$ cat src/rtl/pio_rd_arb_if.sv
// PIO read channel bundle: address handshake plus read-data handshake.
// N channels share one bundle, with channel i at [i*AW +: AW] / [i*DW +: DW] / bit i.
// The master side issues addresses and accepts data; the slave side accepts
// addresses and returns data.
interface pio_rd_arb_if #(
  parameter int N  = 1,
  parameter int AW = 32,
  parameter int DW = 32
) ();

  logic [N*AW-1:0] addr;
  logic [N-1:0]    avalid;
  logic [N-1:0]    aready;
  logic [N*DW-1:0] data;
  logic [N-1:0]    dvalid;
  logic [N-1:0]    dready;
  logic [N-1:0]    resp;

  modport master (
    output addr, avalid, dready,
    input  aready, data, dvalid, resp
  );

  modport slave (
    input  addr, avalid, dready,
    output aready, data, dvalid, resp
  );

endinterface

$ cat src/rtl/pio_rd_arb.sv
// N-initiator PIO read arbiter.
// Initiator address requests are merged round-robin onto a single registered
// target address stage. The channel of every issued read is queued in order,
// and the queue head steers the combinational response path back to the
// right initiator. If the head waits too long, the initiator gets an error
// beat, and the target's late beat is drained later through a drop counter.
module pio_rd_arb #(
  parameter int          N_INIT    = 4,
  parameter int          AW        = 32,
  parameter int          DW        = 32,
  parameter int          MAX_OUTST = 4,
  parameter int          TIMEOUT   = 1024,
  parameter logic [31:0] ERR_DATA  = 32'hDEAD_BEEF
) (
  input  logic             clk,
  input  logic             reset,
  pio_rd_arb_if.slave      m,
  pio_rd_arb_if.master     s,
  output logic             err_spurious,
  output logic [7:0]       timeout_cnt
);

  localparam int IDW = (N_INIT > 1) ? $clog2(N_INIT) : 1;
  localparam int AD  = (MAX_OUTST > 1) ? $clog2(MAX_OUTST) : 1;
  localparam int TW  = $clog2(TIMEOUT + 1);

  localparam logic [DW-1:0] ERR_WORD  = DW'(ERR_DATA);
  localparam logic [AD:0]   OUTST_MAX = (AD + 1)'(MAX_OUTST);
  localparam logic [TW-1:0] TMO_LAST  = TW'(TIMEOUT - 1);

  typedef enum logic {
    ST_IDLE,
    ST_ERR
  } state_t;

  state_t state;
  state_t state_nxt;

  // Target address stage.
  logic          stg_valid;
  logic [AW-1:0] stg_addr;
  logic          stage_free;

  // Round-robin arbitration.
  logic [IDW-1:0] rr_ptr;
  logic [IDW-1:0] scan_idx;
  logic [IDW-1:0] gnt_idx;
  logic           req_found;
  logic           grant;
  logic [N_INIT-1:0] aready_c;

  // In-order ID queue of issuing channels.
  logic [IDW-1:0] id_mem [MAX_OUTST];
  logic [AD-1:0]  wr_ptr;
  logic [AD-1:0]  rd_ptr;
  logic [AD:0]    fifo_cnt;
  logic           fifo_empty;
  logic [IDW-1:0] head;

  // Reads abandoned by a timeout whose target beat is still to come.
  logic [AD:0]    drop_cnt;
  logic [AD:0]    outst;

  // Head wait counter.
  logic [TW-1:0]  tmo_ctr;

  // Response-side decisions.
  logic              route_pop;
  logic              err_pop;
  logic              pop;
  logic              drop_take;
  logic              spur_take;
  logic              tmo_run;
  logic              tmo_hit;
  logic [N_INIT-1:0]    dvalid_c;
  logic [N_INIT*DW-1:0] data_c;
  logic [N_INIT-1:0]    resp_c;
  logic                 s_dready_c;

  assign fifo_empty = (fifo_cnt == '0);
  assign head       = id_mem[rd_ptr];
  assign outst      = fifo_cnt + drop_cnt;
  assign stage_free = !stg_valid || s.aready[0];
  assign pop        = route_pop || err_pop;

  // Drive the target address from the stage register.
  assign s.avalid = stg_valid;
  assign s.addr   = stg_addr;

  // Hold every combinational output low while reset is asserted.
  assign m.aready = reset ? '0 : aready_c;
  assign m.dvalid = reset ? '0 : dvalid_c;
  assign m.data   = reset ? '0 : data_c;
  assign m.resp   = reset ? '0 : resp_c;
  assign s.dready = reset ? 1'b0 : s_dready_c;

  // Find the first requesting channel at or after the round-robin pointer.
  always_comb begin
    req_found = 1'b0;
    gnt_idx   = '0;
    scan_idx  = '0;
    for (int k = 0; k < N_INIT; k++) begin
      scan_idx = IDW'((int'(rr_ptr) + k) % N_INIT);
      if (!req_found && m.avalid[scan_idx]) begin
        req_found = 1'b1;
        gnt_idx   = scan_idx;
      end
    end
  end

  // Grant when the stage can take a new address and a tracking slot is free or
  // is being freed this very cycle (an ERR pop only moves a slot to drop_cnt,
  // so it does not free one).
  always_comb begin
    aready_c = '0;
    grant    = req_found && stage_free && !reset &&
               ((outst < OUTST_MAX) || route_pop || drop_take);
    if (grant) begin
      aready_c[gnt_idx] = 1'b1;
    end
  end

  // Response steering and next-state selection for the IDLE/ERR machine.
  always_comb begin
    state_nxt  = state;
    dvalid_c   = '0;
    data_c     = '0;
    resp_c     = '0;
    s_dready_c = 1'b0;
    route_pop  = 1'b0;
    err_pop    = 1'b0;
    drop_take  = 1'b0;
    spur_take  = 1'b0;
    tmo_run    = 1'b0;
    tmo_hit    = 1'b0;
    case (state)
      ST_IDLE: begin
        if (drop_cnt != '0) begin
          s_dready_c = 1'b1;
          drop_take  = s.dvalid[0];
        end else if (fifo_empty) begin
          s_dready_c = 1'b1;
          spur_take  = s.dvalid[0];
        end else begin
          dvalid_c[head]                 = s.dvalid[0];
          data_c[int'(head)*DW +: DW]    = s.data;
          resp_c[head]                   = s.resp[0];
          s_dready_c                     = m.dready[head];
          route_pop                      = s.dvalid[0] && m.dready[head];
          tmo_run                        = !s.dvalid[0];
          if (tmo_run && (tmo_ctr == TMO_LAST)) begin
            tmo_hit   = 1'b1;
            state_nxt = ST_ERR;
          end
        end
      end
      ST_ERR: begin
        dvalid_c[head]              = 1'b1;
        data_c[int'(head)*DW +: DW] = ERR_WORD;
        resp_c[head]                = 1'b1;
        s_dready_c                  = 1'b0;
        err_pop                     = m.dready[head];
        if (err_pop) begin
          state_nxt = ST_IDLE;
        end
      end
      default: begin
        state_nxt = ST_IDLE;
      end
    endcase
  end

  // State register.
  always_ff @(posedge clk or posedge reset) begin
    if (reset) begin
      state <= ST_IDLE;
    end else begin
      state <= state_nxt;
    end
  end

  // Load the address stage on a grant, empty it once the target accepts.
  always_ff @(posedge clk or posedge reset) begin
    if (reset) begin
      stg_valid <= 1'b0;
      stg_addr  <= '0;
    end else if (grant) begin
      stg_valid <= 1'b1;
      stg_addr  <= m.addr[int'(gnt_idx)*AW +: AW];
    end else if (s.aready[0]) begin
      stg_valid <= 1'b0;
    end
  end

  // Advance the round-robin pointer past the granted channel.
  always_ff @(posedge clk or posedge reset) begin
    if (reset) begin
      rr_ptr <= '0;
    end else if (grant) begin
      rr_ptr <= IDW'((int'(gnt_idx) + 1) % N_INIT);
    end
  end

  // Store the issuing channel of each granted read.
  always_ff @(posedge clk) begin
    if (grant) begin
      id_mem[wr_ptr] <= gnt_idx;
    end
  end

  // ID queue pointers and occupancy; push and pop together leave it unchanged.
  always_ff @(posedge clk or posedge reset) begin
    if (reset) begin
      wr_ptr   <= '0;
      rd_ptr   <= '0;
      fifo_cnt <= '0;
    end else begin
      if (grant) begin
        wr_ptr <= wr_ptr + 1'b1;
      end
      if (pop) begin
        rd_ptr <= rd_ptr + 1'b1;
      end
      case ({grant, pop})
        2'b10:   fifo_cnt <= fifo_cnt + 1'b1;
        2'b01:   fifo_cnt <= fifo_cnt - 1'b1;
        default: fifo_cnt <= fifo_cnt;
      endcase
    end
  end

  // Count target beats still owed for timed-out reads.
  always_ff @(posedge clk or posedge reset) begin
    if (reset) begin
      drop_cnt <= '0;
    end else if (err_pop) begin
      drop_cnt <= drop_cnt + 1'b1;
    end else if (drop_take) begin
      drop_cnt <= drop_cnt - 1'b1;
    end
  end

  // Measure how long the head read has waited for its target beat.
  always_ff @(posedge clk or posedge reset) begin
    if (reset) begin
      tmo_ctr <= '0;
    end else if (pop || tmo_hit) begin
      tmo_ctr <= '0;
    end else if (tmo_run) begin
      tmo_ctr <= tmo_ctr + 1'b1;
    end
  end

  // Sticky flag for target beats that match no outstanding read.
  always_ff @(posedge clk or posedge reset) begin
    if (reset) begin
      err_spurious <= 1'b0;
    end else if (spur_take) begin
      err_spurious <= 1'b1;
    end
  end

  // Saturating count of error beats delivered to initiators.
  always_ff @(posedge clk or posedge reset) begin
    if (reset) begin
      timeout_cnt <= '0;
    end else if (err_pop && (timeout_cnt != 8'hFF)) begin
      timeout_cnt <= timeout_cnt + 8'd1;
    end
  end

endmodule

$ cat src/flat_wrapper.sv
// flat-port wrapper written by rule: the top's interface ports become plain ports
module pio_rd_arb_flat 
#(
  parameter int          N_INIT    = 4,
  parameter int          AW        = 32,
  parameter int          DW        = 32,
  parameter int          MAX_OUTST = 4,
  parameter int          TIMEOUT   = 1024,
  parameter logic [31:0] ERR_DATA  = 32'hDEAD_BEEF
)
  (clk, reset, err_spurious, timeout_cnt, m_addr, m_avalid, m_dready, m_aready, m_data, m_dvalid, m_resp, s_addr, s_avalid, s_dready, s_aready, s_data, s_dvalid, s_resp);
  pio_rd_arb_if #(.N((4)), .AW(AW), .DW(DW)) m_i ();
  pio_rd_arb_if #(.N(1), .AW(AW), .DW(DW)) s_i ();
  input  logic clk;
  input  logic reset;
  output logic err_spurious;
  output logic [7:0] timeout_cnt;
  input wire logic [$bits(m_i.addr)-1:0] m_addr;
  input wire logic [$bits(m_i.avalid)-1:0] m_avalid;
  input wire logic [$bits(m_i.dready)-1:0] m_dready;
  output wire logic [$bits(m_i.aready)-1:0] m_aready;
  output wire logic [$bits(m_i.data)-1:0] m_data;
  output wire logic [$bits(m_i.dvalid)-1:0] m_dvalid;
  output wire logic [$bits(m_i.resp)-1:0] m_resp;
  output wire logic [$bits(s_i.addr)-1:0] s_addr;
  output wire logic [$bits(s_i.avalid)-1:0] s_avalid;
  output wire logic [$bits(s_i.dready)-1:0] s_dready;
  input wire logic [$bits(s_i.aready)-1:0] s_aready;
  input wire logic [$bits(s_i.data)-1:0] s_data;
  input wire logic [$bits(s_i.dvalid)-1:0] s_dvalid;
  input wire logic [$bits(s_i.resp)-1:0] s_resp;
  assign m_i.addr = m_addr;
  assign m_i.avalid = m_avalid;
  assign m_i.dready = m_dready;
  assign m_aready = m_i.aready;
  assign m_data = m_i.data;
  assign m_dvalid = m_i.dvalid;
  assign m_resp = m_i.resp;
  assign s_addr = s_i.addr;
  assign s_avalid = s_i.avalid;
  assign s_dready = s_i.dready;
  assign s_i.aready = s_aready;
  assign s_i.data = s_data;
  assign s_i.dvalid = s_dvalid;
  assign s_i.resp = s_resp;
  pio_rd_arb #(.N_INIT(N_INIT), .AW(AW), .DW(DW), .MAX_OUTST(MAX_OUTST), .TIMEOUT(TIMEOUT), .ERR_DATA(ERR_DATA)) u_core (.clk(clk), .reset(reset), .m(m_i), .s(s_i), .err_spurious(err_spurious), .timeout_cnt(timeout_cnt));
endmodule
$ cat config.mk
export PLATFORM = sky130hd
export DESIGN_NAME = pio_rd_arb_flat
export DESIGN_NICKNAME = d
export VERILOG_FILES = /design/src/rtl/pio_rd_arb_if.sv /design/src/rtl/pio_rd_arb.sv /design/src/flat_wrapper.sv
export SDC_FILE = /design/constraint.sdc
export NUM_CORES = 1
export LEC_CHECK = 0
export ABC_CLOCK_PERIOD_IN_PS = 3800
export CAP_MARGIN = 10
export CORE_AREA = 2 2 137 139
export CTS_BUF_LIST = sky130_fd_sc_hd__clkbuf_2 sky130_fd_sc_hd__clkbuf_4 sky130_fd_sc_hd__clkbuf_8
export DETAILED_ROUTE_END_ITERATION = 10
export DIE_AREA = 0 0 139 141
export MAX_ROUTING_LAYER = met4
export PLACE_DENSITY = 0.74
export SLEW_MARGIN = 25
export SYNTH_ARGS = -nofsm -noshare
export SYNTH_HDL_FRONTEND = slang
export SYNTH_SLANG_ARGS = --single-unit
$ cat constraint.sdc
create_clock -name clk -period 3.8 [get_ports clk]
set_input_delay 0.76 -clock clk [delete_from_list [all_inputs] [get_ports clk]]
set_output_delay 0.76 -clock clk [all_outputs]
set_load 0.02 [all_outputs]
==> flow_summary.json, run 1 <==
{
  "period_minus_slack_ps": 3670,
  "core_area_sq_um": 18300,
  "cts_tree": "built",
  "mostFrequentLayoutCells": "clkdlybuf4s50_1, nor2_1, a21oi_1",
  "p_clk_share_pct": 13.6,
  "switching_share_pct": 42.4,
  "stdcell_count": 1294,
  "cts_htree_levels": 3,
  "clock_skew_ps": 13.9,
  "area_growth_pct": 65.9,
  "synth_warnings": 0,
  "synth_seq_cells": 74,
  "antenna_found_initial": 0,
  "crit_type": "reg2out",
  "synth-seq-area-share_pct": 32.3,
  "layout_commonest_cell": "clkdlybuf4s50_1",
  "dp.cells": 1277,
  "clk_pin_slew_ps": 90,
  "grt.overflow.total": 0,
  "ys.flop_type": "dfrtp_1",
  "cts-buffers-inserted": 9,
  "drtPass1Iterations": 4,
  "final_area_sq_um": 9730,
  "synth_area_per_cell_sq_um": 8.17,
  "relSlewSlack_pct": 38.5,
  "reg2reg_depth": 12,
  "startpoint_type": "flop",
  "hp-class": "reg2reg",
  "worst_pin_slew_ps": 922,
  "startpoint": "u_core.rd_ptr[0]",
  "endpoint_kind": "primary output",
  "postCtsHoldBufs": 0,
  "vias_per_cell": 4.89,
  "dpl.hpwl_mm": 16.3,
  "crit_path_max_fanout": 8,
  "io_buffers": 355,
  "regToRegSetupSlack_ps": 690,
  "drive_gt1_share_pct": 13.3,
  "wirelength_mm": 20.8,
  "vias": 6333,
  "grt_pass1_wl_mm": 32.7,
  "clock_sinks": 74,
  "worstReg2RegStart": "u_core.rd_ptr[0]",
  "async_flop_share_pct": 89.2,
  "place_area_sq_um": 9740,
  "cp.arrival_ps": 2910,
  "outcome": "completed",
  "antennaDiodeCount": 0,
  "synth_edf_count": 8,
  "clock_latency_ps": 360,
  "fp.dieW_um": 139,
  "drc_errors": 0,
  "rsz0062_at_grt": "true",
  "cts-root-buf": "clkbuf_8",
  "initial_core_util_pct": 32.1,
  "grt_max_degree": 97,
  "die_h_um": 141,
  "ys_types": 47,
  "regToRegEndpoint": "u_core.fifo_cnt[2]",
  "cellPowerDensity_nw_per_um2": 483,
  "routabilityCongestion": 0.963,
  "syn_inst": 718,
  "first_global_vias": 6243,
  "die-area_sq_um": 19600,
  "maxCapViolCount": 0,
  "required_ps": 3040,
  "endpoint": "m_data[110]",
  "synthesis.nets": 910,
  "wl_per_cell_um": 16.1,
  "drt-initial-drc-count": 265,
  "hold_violations": 0,
  "max-clock-path-buffers": 2,
  "setup_viol": 0,
  "timing.hold.ws_ps": 482,
  "ir_drop_mv": 0.376,
  "grt.total_usage_pct": 21.2,
  "post-route-period-util_pct": 96.6,
  "switchingPower_mw": 1.99,
  "io-pin-count": 356,
  "p_int_mw": 2.71,
  "report.final.slew_viol_count": 0,
  "power_frac_comb_pct": 58.0,
  "power_frac_seq_pct": 28.4,
  "rows": 50,
  "pre_cts_ws_ps": 64.4,
  "nets": 1247,
  "drtAntennaViolNets": 0,
  "leakage_nw": 4.63,
  "finalWorstSetupSlack_ps": 129,
  "fmax_mhz": 272,
  "syn_area_sq_um": 5860
}
==> stage by stage <==
step / power, mW / setup TNS, ps / util [%]
after floorplan: 3.04 / -8360 / -
after global placement: 4.03 / 0 / 53.3
after detailed placement: 4.08 / 0 / 53.3
after CTS: 4.74 / 0 / 53.7
after global routing: 5.04 / -35.8 / 53.2
final: 4.70 / 0 / 53.2
==> cell type report <==
cell class,instances,area [sq um]
sequential,74,1900
multi-input combinational,566,3700
clock buffer,9,124
clock inverter,7,76.3
fill,1750,8540
tap,234,293
timing repair buffer,378,3530
inverter,26,101
==> per-layer routing <==
layer	GRT usage [%]	routed length, um	vias to the layer above	share of wire (%)
li1	-	-	3106	-
met1	24.5	8490	2922	41
met2	37.0	10500	275	51
met3	4.18	1290	30	6.2
met4	7.12	522	0	2.5
met5	-	0	-	0
==> how the worst min path moves through the flow <==
stage / from / endpoint / slack [ps] / cells after the start
after floorplan: u_core.drop_cnt[2] / u_core.drop_cnt[2] / 470 / 1
after global placement: u_core.s.addr[6] / u_core.s.addr[6] / 460 / 2
after detailed placement: u_core.s.addr[6] / u_core.s.addr[6] / 470 / 2
after CTS: u_core.s.addr[6] / u_core.s.addr[6] / 490 / 2
after global routing: u_core.s.addr[0] / u_core.s.addr[0] / 510 / 2
final: u_core.s.addr[13] / u_core.s.addr[13] / 480 / 2
==> registers in the layout, indices dropped and copies added (netlist names) <==
| register | flops |
|---|---|
| u_core.drop_cnt | 3 |
| u_core.rr_ptr | 2 |
| u_core.timeout_cnt | 8 |
| u_core.s.avalid | 1 |
| u_core.err_spurious | 1 |
| u_core.tmo_ctr | 11 |
| u_core.fifo_cnt | 3 |
| u_core.s.addr | 32 |
| u_core.id_mem | 8 |
| u_core.wr_ptr | 2 |
| u_core.state | 1 |
| u_core.rd_ptr | 2 |
==> power by group through the flow <==
stage	sequential, mW	clock [mW]	combinational (mW)
CTS	1.33	0.656	2.75
detailed placement	1.35	0	2.74
global route	1.37	0.693	2.98
global placement	1.34	0	2.69
floorplan	1.53	0	1.52
finish	1.33	0.638	2.73
==> critical path, stage by stage (launching register included) <==
cell and delay (ps):
dfrtp_1 420, mux4_2 600, ha_1 350, nand3b_1 130, nor2_1 120, buf_4 150
and2_1 140, clkdlybuf4s50_1 630
==> timing repair <==
action,in CTS,in global routing
resized for setup,115,114
setup buffers,1,0
hold endpoints to repair,0,0
setup endpoints to repair,121,81
==> logic make-up after synthesis <==
group | after synthesis | synth area share [%]
and+or+nand+nor | 267 | 20.8
AOI/OAI and AO/OA | 151 | 13.8
muxes | 103 | 19.1
buffers and inverters | 78 | 5.89
DFF | 74 | 32.3
xor gates and xnor gates | 26 | 3.88
adders and majority gates | 19 | 4.31
==> synthesized netlist by cell type (2+ instances only) <==
cell	count	share of area, %
nor3_2	3	0.51
buf_1	10	0.64
nor4_1	2	0.21
nor3b_1	4	0.51
buf_2	12	1.0
ha_1	17	3.6
mux2i_1	67	11
and2_1	32	3.4
clkbuf_1	25	1.6
o21ai_1	14	1.2
edfxtp_1	8	4.1
nand4_1	5	0.53
xor2_1	15	2.2
dfrtp_1	66	28
a21oi_1	100	8.5
buf_6	5	0.96
o21ai_0	26	2.2
mux4_2	2	0.77
nor3_1	12	1.0
o22ai_1	2	0.21
nor2b_1	3	0.32
nand2_1	55	3.5
or2_1	2	0.21
xnor2_1	11	1.6
inv_1	26	1.7
fa_1	2	0.68
nor2_1	130	8.3
nand3_1	10	0.85
mux2_2	32	6.1
or3_1	2	0.21
nor4_2	2	0.43
(Power assumes the default switching activity.)
==> run 2: changes to the inputs <==
Settings changed: CTS_CLUSTER_DIAMETER set to 100, PLACE_DENSITY 0.74 to 0.83.
==> run 2 against run 1 <==
Net effect:
- clock power is 3% lower
- largest cell class unchanged
- register-to-register slack better by 110 ps
- via count is 1.2% higher
- worst hold slack hardly changed
- die area stayed put
- first-iteration DRC count is 9.1% higher
- core utilization is 0.83 points higher
- setup slack better by 3.4 ps
- clock-buffer cell count is 1 higher
- critical path depth is 1 lower
- global-route usage hardly changed
==> flow_summary.json, run 2 (same netlist as run 1, synthesis figures left out) <==
{
  "dp.cells": 1274,
  "pre_cts_ws_ps": 65.0,
  "clock_skew_ps": 7.89,
  "required_ps": 3040,
  "layout_commonest_cell": "clkdlybuf4s50_1",
  "maxCapViolCount": 0,
  "hold_violations": 0,
  "nets": 1244,
  "clk_pin_slew_ps": 80,
  "grt.total_usage_pct": 21.2,
  "report.final.slew_viol_count": 0,
  "relSlewSlack_pct": 40.9,
  "mostFrequentLayoutCells": "clkdlybuf4s50_1, nor2_1, a21oi_1",
  "die_h_um": 141,
  "endpoint_kind": "primary output",
  "antennaDiodeCount": 0,
  "post-route-period-util_pct": 96.5,
  "routabilityCongestion": 0.932,
  "grt_max_degree": 95,
  "setup_viol": 0,
  "crit_path_max_fanout": 7,
  "wl_per_cell_um": 16.5,
  "core_area_sq_um": 18300,
  "leakage_nw": 4.97,
  "cellPowerDensity_nw_per_um2": 478,
  "cts_tree": "built",
  "final.setup.tns_ps": 0,
  "regToRegSetupSlack_ps": 800,
  "cts_htree_levels": 3,
  "ir_drop_mv": 0.335,
  "grt_pass1_wl_mm": 32.5,
  "outcome": "completed",
  "max-clock-path-buffers": 2,
  "vias": 6412,
  "die-area_sq_um": 19600,
  "io_buffers": 355,
  "clock_latency_ps": 340,
  "dpl.hpwl_mm": 16.7,
  "hp-class": "reg2reg",
  "io-pin-count": 356,
  "drive_gt1_share_pct": 10.8,
  "fmax_mhz": 273,
  "area_growth_pct": 68.5,
  "drc_errors": 0,
  "cp.arrival_ps": 2910,
  "startpoint_type": "flop",
  "rows": 50,
  "drtPass1Iterations": 5,
  "finalWorstSetupSlack_ps": 133,
  "largest_register_ffs": 32,
  "crit_type": "reg2out",
  "fill_cells": 1677,
  "first_global_vias": 6280,
  "worst_pin_slew_ps": 887,
  "vias_per_cell": 4.97,
  "drtAntennaViolNets": 0,
  "stdcell_count": 1291,
  "antenna_found_initial": 0,
  "initial_core_util_pct": 32.1,
  "wirelength_mm": 21.3,
  "period_minus_slack_ps": 3670,
  "cts-root-buf": "clkbuf_8",
  "drt-initial-drc-count": 289,
  "grt.overflow.total": 0,
  "fp.dieW_um": 139,
  "cts-buffers-inserted": 9,
  "clock_sinks": 74
}
==> run 2: cell count changes in the layout (fill, tap and decap cells not counted), moves of 4 or more <==
cell and change:
dlymetal6s2s_1 +17, clkbuf_2 -26, buf_4 -4, clkdlybuf4s15_1 -9, clkdlybuf4s50_1 +4, dlygate4sd2_1 +14
==> run 2: layer usage <==
layer  part of all wire, %  up-vias  GRT usage, %
li1                      -     3107             -
met1                    37     2924          22.6
met2                    52      325          38.5
met3                   7.1       56          3.74
met4                   4.3        0          9.84
met5                     0        -             -
==> run 2: worst paths after layout <==
check                      depth (start not counted)                from            endpoint
max in group asynchronous                          3               reset        u_core.state
min in group asynchronous                          3               reset        u_core.state
min                                                2    u_core.s.addr[6]    u_core.s.addr[6]
max                                                6  u_core.drop_cnt[0]         m_aready[3]
max reg2reg                                       10    u_core.rd_ptr[0]  u_core.fifo_cnt[2]
min reg2reg                                        2    u_core.s.addr[6]    u_core.s.addr[6]
==> run 2: what timing repair did <==
action,CTS,global route
cloned,1,0
resized for setup,97,70
hold endpoints to repair,0,0
pin swaps,1,1
hold buffers,0,0
setup endpoints to repair,125,63
buffers inserted,0,0
==> run 2: metrics by stage <==
step | power (mW) | hold WS, ps | utilization (%) | instance area (sq um)
6_report | 4.72 | 481 | 54.1 | 9880
5_1_grt | 5.06 | 520 | 54.1 | 9880
4_1_cts | 4.77 | 492 | 53.9 | 9840
3_5_place_dp | 4.11 | 473 | 53.2 | 9720
3_3_place_gp | 4.01 | 462 | 53.2 | 9720
2_1_floorplan | 3.04 | 474 | - | 5870
==> run 2: where the power goes <==
group | internal (mW) | switching, mW | total (mW) | leakage [nW]
sequential | 1.11 | 0.231 | 1.35 | 0.907
combinational | 1.30 | 1.46 | 2.75 | 3.96
clock | 0.322 | 0.297 | 0.619 | 0.103
total | 2.73 | 1.99 | 4.72 | 4.97
==> run 2: critical path, stage by stage, from the launching register on <==
cell and delay, ps:
dfrtp_1 440, or3_1 460, or2_4 340, nor4_2 420
o31ai_4 160, nor2_1 130, clkdlybuf4s50_1 630
==> run 2: cell type report <==
class / instances / area, sq um / area share (%)
Multi-Input combinational cell: 567 / 3720 / 37.7
Timing Repair Buffer: 374 / 3660 / 37.0
Sequential cell: 74 / 1900 / 19.2
Tap cell: 234 / 293 / 2.96
Clock buffer: 10 / 138 / 1.39
Inverter: 26 / 101 / 1.03
Clock inverter: 6 / 65.1 / 0.659
